===== src/rtl/mul_tb_pkg.sv =====
// Shared types and sizing constants for the mul25 datapath and its serial result port.
package mul_tb_pkg;

  typedef enum logic {
    IDLE  = 1'b0,
    SHIFT = 1'b1
  } state_e;

  localparam int unsigned MUL25_PRODUCT_W = 50;
  localparam int unsigned MUL25_COLS      = 49;

endpackage


===== src/rtl/result_piso.sv =====
// Parallel-in/serial-out register: captures a full word, then shifts it toward the output end.
module result_piso #(
  parameter int unsigned WIDTH     = 50,
  parameter bit          LSB_FIRST = 1'b1
) (
  input  logic             clk,
  input  logic             rst_n,
  input  logic             load,
  input  logic [WIDTH-1:0] din,
  input  logic             shift_en,
  output logic             sout
);

  logic [WIDTH-1:0] shreg_q, shreg_d;

  // Load wins over shift; the controller never asserts both, but priority keeps it defined.
  always_comb begin
    shreg_d = shreg_q;
    if (load) begin
      shreg_d = din;
    end else if (shift_en) begin
      shreg_d = LSB_FIRST ? (shreg_q >> 1) : (shreg_q << 1);
    end
  end

  always_ff @(posedge clk or negedge rst_n) begin
    if (!rst_n) begin
      shreg_q <= '0;
    end else begin
      shreg_q <= shreg_d;
    end
  end

  if (LSB_FIRST) begin : g_lsb
    assign sout = shreg_q[0];
  end else begin : g_msb
    assign sout = shreg_q[WIDTH-1];
  end

endmodule


===== src/rtl/product_serializer.sv =====
// Captures the compressor's parallel product and streams it out one bit per valid/ready beat.
module product_serializer
  import mul_tb_pkg::*;
#(
  parameter int unsigned WIDTH     = MUL25_PRODUCT_W,
  parameter bit          LSB_FIRST = 1'b1
) (
  input  logic             clk,
  input  logic             rst_n,
  input  logic             load,
  input  logic [WIDTH-1:0] din,
  output logic             load_ready,
  output logic             sout,
  output logic             sout_valid,
  input  logic             sout_ready,
  output logic             sout_last,
  output logic             busy
);

  localparam int unsigned   CntW    = (WIDTH > 1) ? $clog2(WIDTH) : 1;
  localparam logic [CntW-1:0] LastCnt = CntW'(WIDTH - 1);

  state_e          state_q;
  logic [CntW-1:0] cnt_q;
  logic            in_shift;
  logic            accept;
  logic            beat;
  logic            at_last;
  logic            piso_sout;

  assign in_shift = (state_q == SHIFT);
  assign accept   = !in_shift && load;
  assign beat     = in_shift && sout_ready;
  assign at_last  = (cnt_q == LastCnt);

  always_ff @(posedge clk or negedge rst_n) begin
    if (!rst_n) begin
      state_q <= IDLE;
      cnt_q   <= '0;
    end else begin
      unique case (state_q)
        IDLE: begin
          if (load) begin
            state_q <= SHIFT;
            cnt_q   <= '0;
          end
        end
        SHIFT: begin
          if (sout_ready) begin
            if (at_last) begin
              state_q <= IDLE;
              cnt_q   <= '0;
            end else begin
              cnt_q <= cnt_q + 1'b1;
            end
          end
        end
        default: begin
          state_q <= IDLE;
          cnt_q   <= '0;
        end
      endcase
    end
  end

  result_piso #(
    .WIDTH     (WIDTH),
    .LSB_FIRST (LSB_FIRST)
  ) u_piso (
    .clk      (clk),
    .rst_n    (rst_n),
    .load     (accept),
    .din      (din),
    .shift_en (beat),
    .sout     (piso_sout)
  );

  // Every output is a pure decode of state/counter/shift register; nothing passes through from inputs.
  assign load_ready = !in_shift;
  assign busy       = in_shift;
  assign sout_valid = in_shift;
  assign sout_last  = in_shift && at_last;
  assign sout       = in_shift && piso_sout;

  cnt_in_range_a : assert property (@(posedge clk) disable iff (!rst_n) cnt_q <= LastCnt);
  idle_cnt_zero_a : assert property (@(posedge clk) disable iff (!rst_n)
                                     (state_q == IDLE) |-> (cnt_q == '0));

endmodule


===== config.mk =====
export PLATFORM = sky130hd
export DESIGN_NAME = product_serializer
export DESIGN_NICKNAME = d
export VERILOG_FILES = /design/src/rtl/mul_tb_pkg.sv /design/src/rtl/result_piso.sv /design/src/rtl/product_serializer.sv
export SDC_FILE = /design/constraint.sdc
export NUM_CORES = 1
export LEC_CHECK = 0
export ABC_AREA = 1
export CAP_MARGIN = 10
export CELL_PAD_IN_SITES_DETAIL_PLACEMENT = 1
export CELL_PAD_IN_SITES_GLOBAL_PLACEMENT = 1
export CORE_MARGIN = 1
export CORE_UTILIZATION = 34
export DETAILED_ROUTE_END_ITERATION = 10
export PLACE_DENSITY = 0.87
export SKIP_CTS_REPAIR_TIMING = 1
export SLEW_MARGIN = 10
export SYNTH_ARGS = -nofsm -noshare
export SYNTH_HDL_FRONTEND = slang
export SYNTH_HIERARCHICAL = 1
export SYNTH_SLANG_ARGS = --single-unit

===== constraint.sdc =====
create_clock -name clk -period 1.25 [get_ports clk]
set_input_delay 0.375 -clock clk [delete_from_list [all_inputs] [get_ports clk]]
set_output_delay 0.375 -clock clk [all_outputs]
set_load 0.01 [all_outputs]

# After elaboration in Yosys (flattened, before gate mapping)
# Cells that the tools add are included.
[word_totals]
register_bits = 57
[op_classes]
muxes = 10
n_reduce_logical = 7
add_sub_neg = 1
bitwise = 1
eq_ne = 3
[op_table]
columns = ["cell", "count"]
rows = [
  ["50-bit two-way mux", 2],
  ["6-bit two-way mux", 3],
  ["6-bit one-hot mux with 2 select lines", 1],
  ["6-bit by 1-bit adder with 6-bit output, second input constant", 1],
  ["6-bit == test, second input constant", 1],
  ["1-bit logical AND", 4],
  ["2-bit != test, second input constant", 2],
  ["1-bit two-way mux", 3],
  ["1-bit one-hot mux with 2 select lines", 1],
  ["2-bit AND reduction", 1],
  ["2-bit nonzero test", 1],
  ["1-bit logical NOT", 1],
  ["1-bit inverter", 1],
]

# Longest topological paths before layout
# Gate-level depths: netlist of the first run.
[logic_depth]
word_depth = 4
depth_mapped = 9

# By module
# The synthesis of the first run kept the hierarchy.
[modules_own_cells]
columns = ["module", "area_each_um2", "cells_each", "seq_area_each_um2", "n_inst"]
rows = [
  ["result_piso", 2357.3, 273, 1251.2, 1],
  ["product_serializer", 432.9, 56, 175.2, 1],
]

# Least setup slack after synthesis of the first run
# Ideal clock, no wire load.
[synth_timing]
path_kind = "reg-to-reg"
from = "register state_q, in the netlist busy"
to = "register u_piso.shreg_q[38]"
setup_slack_ps = -114
required_ps = 1126
t_arrival_ps = 1240
setup_time_ps = 124
stages_incl_launch_ff = 10
path_buffers = 3
path_cell_list = "dfrtp_1 inv_2 nand2_1 inv_1 buf_6 inv_4 buf_6 buf_8 nand3_2 nand3_1"
[synth_via]
elab_chain_cells = 3
[synth_lines]
columns = ["item", "line", "rtl"]
rows = [
  ["start, declared", "product_serializer.sv:23", "state_e state_q;"],
  ["start signal, assigned", "product_serializer.sv:38", "state_q <= IDLE;"],
  ["start signal, assigned", "product_serializer.sv:44", "state_q <= SHIFT;"],
  ["start signal, assigned", "product_serializer.sv:51", "state_q <= IDLE;"],
  ["1-bit logical NOT (*)", "-", ""],
  ["net load_ready", "product_serializer.sv:12", "output logic load_ready,"],
  ["1-bit logical AND (*)", "product_serializer.sv:32", "assign accept = !in_shift && load;"],
  ["net accept", "product_serializer.sv:26", "logic accept;"],
  ["50-bit two-way mux or 2-bit nonzero test (tied branches)", "-", ""],
  ["end signal, assigned", "result_piso.sv:30", "shreg_q <= shreg_d;"],
  ["end, declared", "result_piso.sv:14", "logic [WIDTH-1:0] shreg_q, shreg_d;"],
]
# The timed path passes the listed nets; every way through them passes the cells marked *.
# A chain may end at the register's enable or synchronous reset.

# Final worst setup path of the first run
[layout_timing]
from = "register cnt_q[1]"
to = "output port sout_last"
[layout_via]
elab_chain_cells = 2
[layout_lines]
columns = ["item", "line", "rtl"]
rows = [
  ["start, declared", "product_serializer.sv:24", "logic [CntW-1:0] cnt_q;"],
  ["start signal, assigned", "product_serializer.sv:54", "cnt_q <= cnt_q + 1'b1;"],
  ["6-bit == test", "product_serializer.sv:34", "assign at_last = (cnt_q == LastCnt);"],
  ["1-bit logical AND", "product_serializer.sv:82", "assign sout_last = in_shift && at_last;"],
  ["end, declared", "product_serializer.sv:16", "output logic sout_last,"],
]
# Every way passes these cells.

==> results of run 1 <==
power groups by stage:
stage / Combinational [mW] / Sequential, mW / Clock [mW]
floorplan: 0.446 / 2.26 / 0
global placement: 0.890 / 2.26 / 0
detailed placement: 0.949 / 2.28 / 0
CTS: 0.962 / 2.25 / 2.17
global route: 1.39 / 2.36 / 2.34
finish: 1.28 / 2.35 / 2.23
critical path: stages (launching register included):
cell and delay, ns:
dfrtp_1 0.40, inv_2 0.08, ha_4 0.14, nand3_4 0.07, nor3_2 0.14, buf_2 0.18
cell type report:
type,count,share of cell area [%]
Clock buffer,11,2.95
Clock inverter,5,2.14
Inverter,12,1.91
Multi-Input combinational cell,241,36.7
Sequential cell,57,29.8
Tap cell,102,2.67
Timing Repair Buffer,93,21.2
Timing Repair inverter,7,2.61
metrics by stage:
stage                     power, mW  util (%)  cells  worst slack (ns)  setup TNS [ns]
after floorplan                2.71         -    329           -0.0569          -0.778
after global placement         3.15      44.5    486            -0.546          -29.07
after detailed placement       3.23      44.5    486            -0.619          -32.38
after CTS                      5.38      47.6    502            -0.859          -18.87
after global routing           6.09      61.0    528            -0.554          -15.87
final                          5.86      61.0    528            -0.492          -12.98
path summary, 6_finish.rpt:
path | start | slack, ns | end
max | cnt_q[1] | -0.49 | sout_last
min | rst_n | 0.003 | cnt_q[0]
max reg2reg | busy | -0.27 | u_piso/shreg_q[21]
max in group asynchronous | rst_n | 0.95 | u_piso/shreg_q[33]
min reg2reg | u_piso/shreg_q[20] | 0.50 | u_piso/shreg_q[20]
min in group clk | load | 0.45 | busy
cells in the mapped netlist:
library cell  count  area (um^2)
buf_8             1         15.0
nor2_4            1         11.3
dfrtp_1          57         1430
nor2_1            1         3.75
ha_1              2         25.0
nor2_2            1         6.26
xnor2_1           1         8.76
inv_2             3         11.3
o21ai_1           4         20.0
o21bai_1          1         7.51
nand3_1          91          455
buf_6             4         45.0
nor3_1            1         5.00
inv_4             1         6.26
xor2_1            2         17.5
buf_4             7         52.6
nand2_1         117          439
nor2_8            1         20.0
inv_1             8         30.0
nand2_2           3         18.8
nand3_2          11          110
buf_2            11         55.1
state kept, by name (all words and copies together), names as in the netlist:
signal	count
u_piso/shreg_q	50
cnt_q	6
busy	1
per-layer routing:
metal / up-vias / global-route usage [%]
met3: 28 / 3.12
met4: 0 / 8.72
met1: 1436 / 22.2
met5: - / 0
li1: 1271 / -
met2: 82 / 30.5
cells by family after synthesis:
family | Yosys count | synth area share [%]
XOR/XNOR | 3 | 0.942
AND/OR/NAND/NOR | 227 | 38.3
flip-flops | 57 | 51.1
adder cells (fa/ha/maj) | 2 | 0.897
AO/OA/AOI/OAI | 5 | 0.987
buffers and inverters | 35 | 7.71
==> impl_metrics.csv, run 1 <==
group,metric,value,unit
run_status,status,"complete, but fails checks",
run_status,violations,"negative setup slack",
drt,wl,11000,um
floorplanning,placementRows,32,
flow_run,cap_violations,0,
timing,finalSetupViolCount,62,
grt,grt_overflow_total,0,
timing,slew_headroom,78.4,%
layout,final_common_cell,"nand2_1",
worst_setup_path,critPathMaxFanout,2,
drt,drcViolationCount,0,
worst_hold_path,hold_class,"input pin to asynchronous set/reset pin",
drt,wl_met3,382,um
layout,fin_nets,477,
drt,drtAntennaViolNets,0,
layout,antenna_cells,0,
grt,track_usage,18.1,%
yosys,syn_avg_cell_area,8.48,um^2
pwr,power.density,1220,nW/um^2
drt,drt-initial-drc-count,115,
drt,via_per_inst,5.34,
place,dp_hpwl,4800,um
place,port_buffers,58,
drt,wl_met2,5760,um
clock_network,clk_pin_slew_worst_paths,0.08,ns
timing,grt_setup_unrepaired,"yes",
grt,grt_first_pass_wirelength,12100,um
floorplanning,io_pins,59,
timing,fmax,574,MHz
yosys,netlist_area,2790,um^2
yosys,ys_seq_area_share,51.1,%
drt,top_layer,"met4",
place,gp_congestion,0.782,
worst_setup_path,ff2ff_path_depth,9,
pwr,p_comb_share,21.9,%
timing,finalMaxSlewViolations,0,
pwr,p_leak,2.26,nW
clock_network,h-tree-depth,3,
floorplanning,initial_core_util,35.6,%
timing,fin_ws,-0.492,ns
worst_setup_path,arrival,1.37,ns
layout,final_cell_mix,"nand2_1 (106), nand3_2 (64), dfrtp_1 (56)",
timing,period_share,139,%
grt,grt_start_max_net_pins,58,
timing,timing.hold.ws,0.00309,ns
clock_network,cts_tree,"built",
pwr,clkPwrFrac,38.0,%
drt,vias,2817,
yosys,yosys_warnings,6,
floorplanning,core,7850,um^2
worst_setup_path,cp-start-kind,"register",
timing,hold_violations,0,
layout,multi_input_area,1760,um^2
layout,fin_area,4790,um^2
yosys,syn-num-nets,385,
drt,wl_per_cell,20.8,um
pwr,p_int,4.12,mW
clock_network,clock-sinks,57,
layout,nFillCells,827,
clock_network,ctsRootBufferMaster,"clkbuf_8",
drt,dr.pass1.iters,4,
worst_setup_path,crit_type,"register to output pin",
pwr,switching_share,29.7,%
floorplanning,die_x,92.6,um
grt,antenna_found_initial,0,
timing,clock_skew,0.00961,ns
yosys,synth_cells,329,
worst_setup_path,cp-end-kind,"output pin",
floorplanning,fp.dieH,92.6,um
grt,grt_pass1_vias,2582,
pwr,ir_drop,0.579,mV
clock_network,cts_buffers,9,
yosys,synth_cell_type_count,22,
timing,layout_min_cycle_time,1.74,ns
floorplanning,die-area,8570,um^2
layout,drive_above_1_share,41.5,%
timing,tightestPinTransition,0.324,ns
yosys,yosys_register_bits,57,
clock_network,clock_latency,0.35,ns
worst_setup_path,crit_required,0.88,ns
pwr,p_sw,1.74,mW
pwr,power_frac_seq,40.1,%
place,dpl-instance-area,3490,um^2
layout,area_growth,71.6,%
layout,sequential_cell_area,1430,um^2
drt,m1WireLength,4480,um
clock_network,cts_buffer_depth,2,
Note: power is estimated with default switching activity, not from simulation.
==> inputs of run 2 (changes only) <==
--- a/config.mk
+++ b/config.mk
@@ -7,10 +7,8 @@
 export LEC_CHECK = 0
 export ABC_AREA = 1
 export CAP_MARGIN = 10
-export CELL_PAD_IN_SITES_DETAIL_PLACEMENT = 1
-export CELL_PAD_IN_SITES_GLOBAL_PLACEMENT = 1
 export CORE_MARGIN = 1
-export CORE_UTILIZATION = 34
+export CORE_UTILIZATION = 46
 export DETAILED_ROUTE_END_ITERATION = 10
 export PLACE_DENSITY = 0.87
 export SKIP_CTS_REPAIR_TIMING = 1
==> run 2 against run 1 <==
  * The run still ends with negative setup slack left
  * Maximum frequency rose by 6.0%
  * Register-to-register slack got worse by 0.12 ns
  * Critical path depth up 4
  * Total power shrank 8.3%
  * Global-route usage grew 4.3 points
  * Worst setup slack improved by 0.099 ns
  * Clock skew decreased by 0.0017 ns
  * Clock power fell by 23%
  * Routed wire length grew 2.7%
  * Sequential power barely moved
  * Core utilization increased by 22 points
  * Final area is 1.5% higher
==> impl_metrics.csv, run 2 (same netlist as run 1, synthesis figures left out) <==
group,metric,value,unit
drt,via_per_inst,6.00,
worst_setup_path,cp-end-kind,"register",
timing,slew_headroom,76.9,%
worst_setup_path,critPathMaxFanout,6,
timing,finalMaxSlewViolations,0,
timing,tightestPinTransition,0.346,ns
timing,finalSetupViolCount,61,
grt,grt_overflow_total,0,
floorplanning,fp.dieH,79.9,um
clock_network,ctsRootBufferMaster,"clkbuf_8",
place,port_buffers,58,
clock_network,cts_tree,"built",
worst_setup_path,r2r_start,"busy",
floorplanning,die-area,6380,um^2
place,dp_hpwl,4230,um
floorplanning,initial_core_util,47.4,%
floorplanning,placementRows,28,
worst_hold_path,hold_class,"input pin to asynchronous set/reset pin",
layout,largest_reg_flops,50,
timing,hold_violations,0,
pwr,ir_drop,0.917,mV
clock_network,cts_buffers,9,
layout,drive_above_1_share,49.0,%
drt,vias,3026,
worst_setup_path,arrival,1.79,ns
drt,dr.pass1.iters,4,
place,gp_congestion,0.804,
place,dp.cells,460,
timing,grt_setup_unrepaired,"yes",
timing,fin_ws,-0.393,ns
timing,fmax,609,MHz
layout,fin_area,4860,um^2
place,dpl-instance-area,3490,um^2
worst_setup_path,ff2ff_path_depth,9,
worst_setup_path,cp-start-kind,"register",
worst_setup_path,slowest_stage,"dfrtp_2",
layout,nFillCells,292,
floorplanning,io_pins,59,
layout,final_cell_mix,"nand3_2 (68), nand2_1 (68), dfrtp_1 (56)",
clock_network,cts_buffer_depth,2,
worst_setup_path,r2r_end,"u_piso/shreg_q[28]",
layout,area_growth,74.3,%
drt,drcViolationCount,0,
clock_network,clock_latency,0.35,ns
timing,clock_skew,0.00793,ns
floorplanning,die_x,79.9,um
grt,grt_first_pass_wirelength,10800,um
floorplanning,core,5890,um^2
layout,antenna_cells,0,
layout,fin_nets,482,
drt,wl,11300,um
clock_network,h-tree-depth,3,
clock_network,clk_pin_slew_worst_paths,0.07,ns
worst_setup_path,crit_required,1.40,ns
run_status,violations,"negative setup slack",
pwr,power.density,1100,nW/um^2
run_status,status,"complete, but fails checks",
layout,regMostFlops,"u_piso/shreg_q",
timing,layout_min_cycle_time,1.64,ns
pwr,p_leak,2.47,nW
grt,grt_pass1_vias,2477,
worst_setup_path,crit_chain,"inv_2 -> buf_6 -> nand2_8 -> clkinv_8 -> buf_8 -> clkbuf_16 -> buf_12 -> nand2_2 -> nand3_1",
timing,timing.hold.ws,0.0176,ns
worst_setup_path,slowest_delay,0.39,ns
grt,antenna_found_initial,1,
timing,tns,-11.15,ns
grt,grt_start_max_net_pins,58,
layout,fin_cells,504,
flow_run,cap_violations,0,
timing,period_share,131,%
grt,track_usage,22.4,%
drt,drt-initial-drc-count,244,
drt,wl_per_cell,22.4,um
layout,utilization,82.6,%
worst_setup_path,crit_type,"register to register",
clock_network,clock-sinks,57,
drt,drtAntennaViolNets,0,
worst_setup_path,r2r_setup_slack,-0.39,ns
[run 2: cell count changes in the layout (fill, tap and decap cells not counted), sizes merged]
cell      change
clkbuf        +7
buf           -2
bufinv        -2
inv           +2
clkinv        -1
clkinvlp      -1
[run 2: metal layers]
metal	GRT usage, %	wire length [um]	vias to the layer above
met5	0	13	-
met2	37.5	5740	201
met4	11.4	690	2
li1	-	-	1287
met1	26.5	4070	1460
met3	5.60	755	76
[run 2: per-stage QoR]
| step | power, mW | worst slack, ns |
|---|---|---|
| final | 5.37 | -0.393 |
| after global routing | 5.56 | -0.450 |
| after CTS | 4.87 | -0.866 |
| after detailed placement | 3.21 | -0.612 |
| after global placement | 3.15 | -0.508 |
| after floorplan | 2.71 | -0.0569 |
[run 2: worst max-delay path by stage]
stage / slack [ns] / to / depth (start not counted) / start
3_5_place_dp: -0.61 / u_piso/shreg_q[47] / 6 / load
2_1_floorplan: -0.06 / u_piso/shreg_q[38] / 9 / busy
6_report: -0.39 / u_piso/shreg_q[28] / 9 / busy
4_1_cts: -0.87 / sout_last / 5 / cnt_q[1]
5_1_grt: -0.45 / sout_last / 5 / cnt_q[1]
3_3_place_gp: -0.51 / u_piso/shreg_q[38] / 6 / load
[run 2: area by class of cell]
| cell class | count | area (um^2) | area share, % |
|---|---|---|---|
| Clock buffer | 10 | 138 | 2.83 |
| Clock inverter | 4 | 45.0 | 0.926 |
| Inverter | 12 | 77.6 | 1.60 |
| Multi-Input combinational cell | 241 | 1830 | 37.7 |
| Sequential cell | 57 | 1430 | 29.4 |
| Tap cell | 75 | 93.8 | 1.93 |
| Timing Repair Buffer | 99 | 1170 | 24.1 |
| Timing Repair inverter | 6 | 76.3 | 1.57 |
[run 2: power breakdown]
part | switching [mW] | leakage (nW) | total, mW | internal, mW
combinational | 0.686 | 1.60 | 1.32 | 0.634
clock | 0.779 | 0.0978 | 1.72 | 0.942
sequential | 0.236 | 0.770 | 2.33 | 2.09
total | 1.70 | 2.47 | 5.37 | 3.67
[run 2: critical path, delay by kind of cell, from the launching register on]
family	cells	cell delay, ns
flops	1	0.39
buf+inv	6	0.68
simple gates	3	0.36
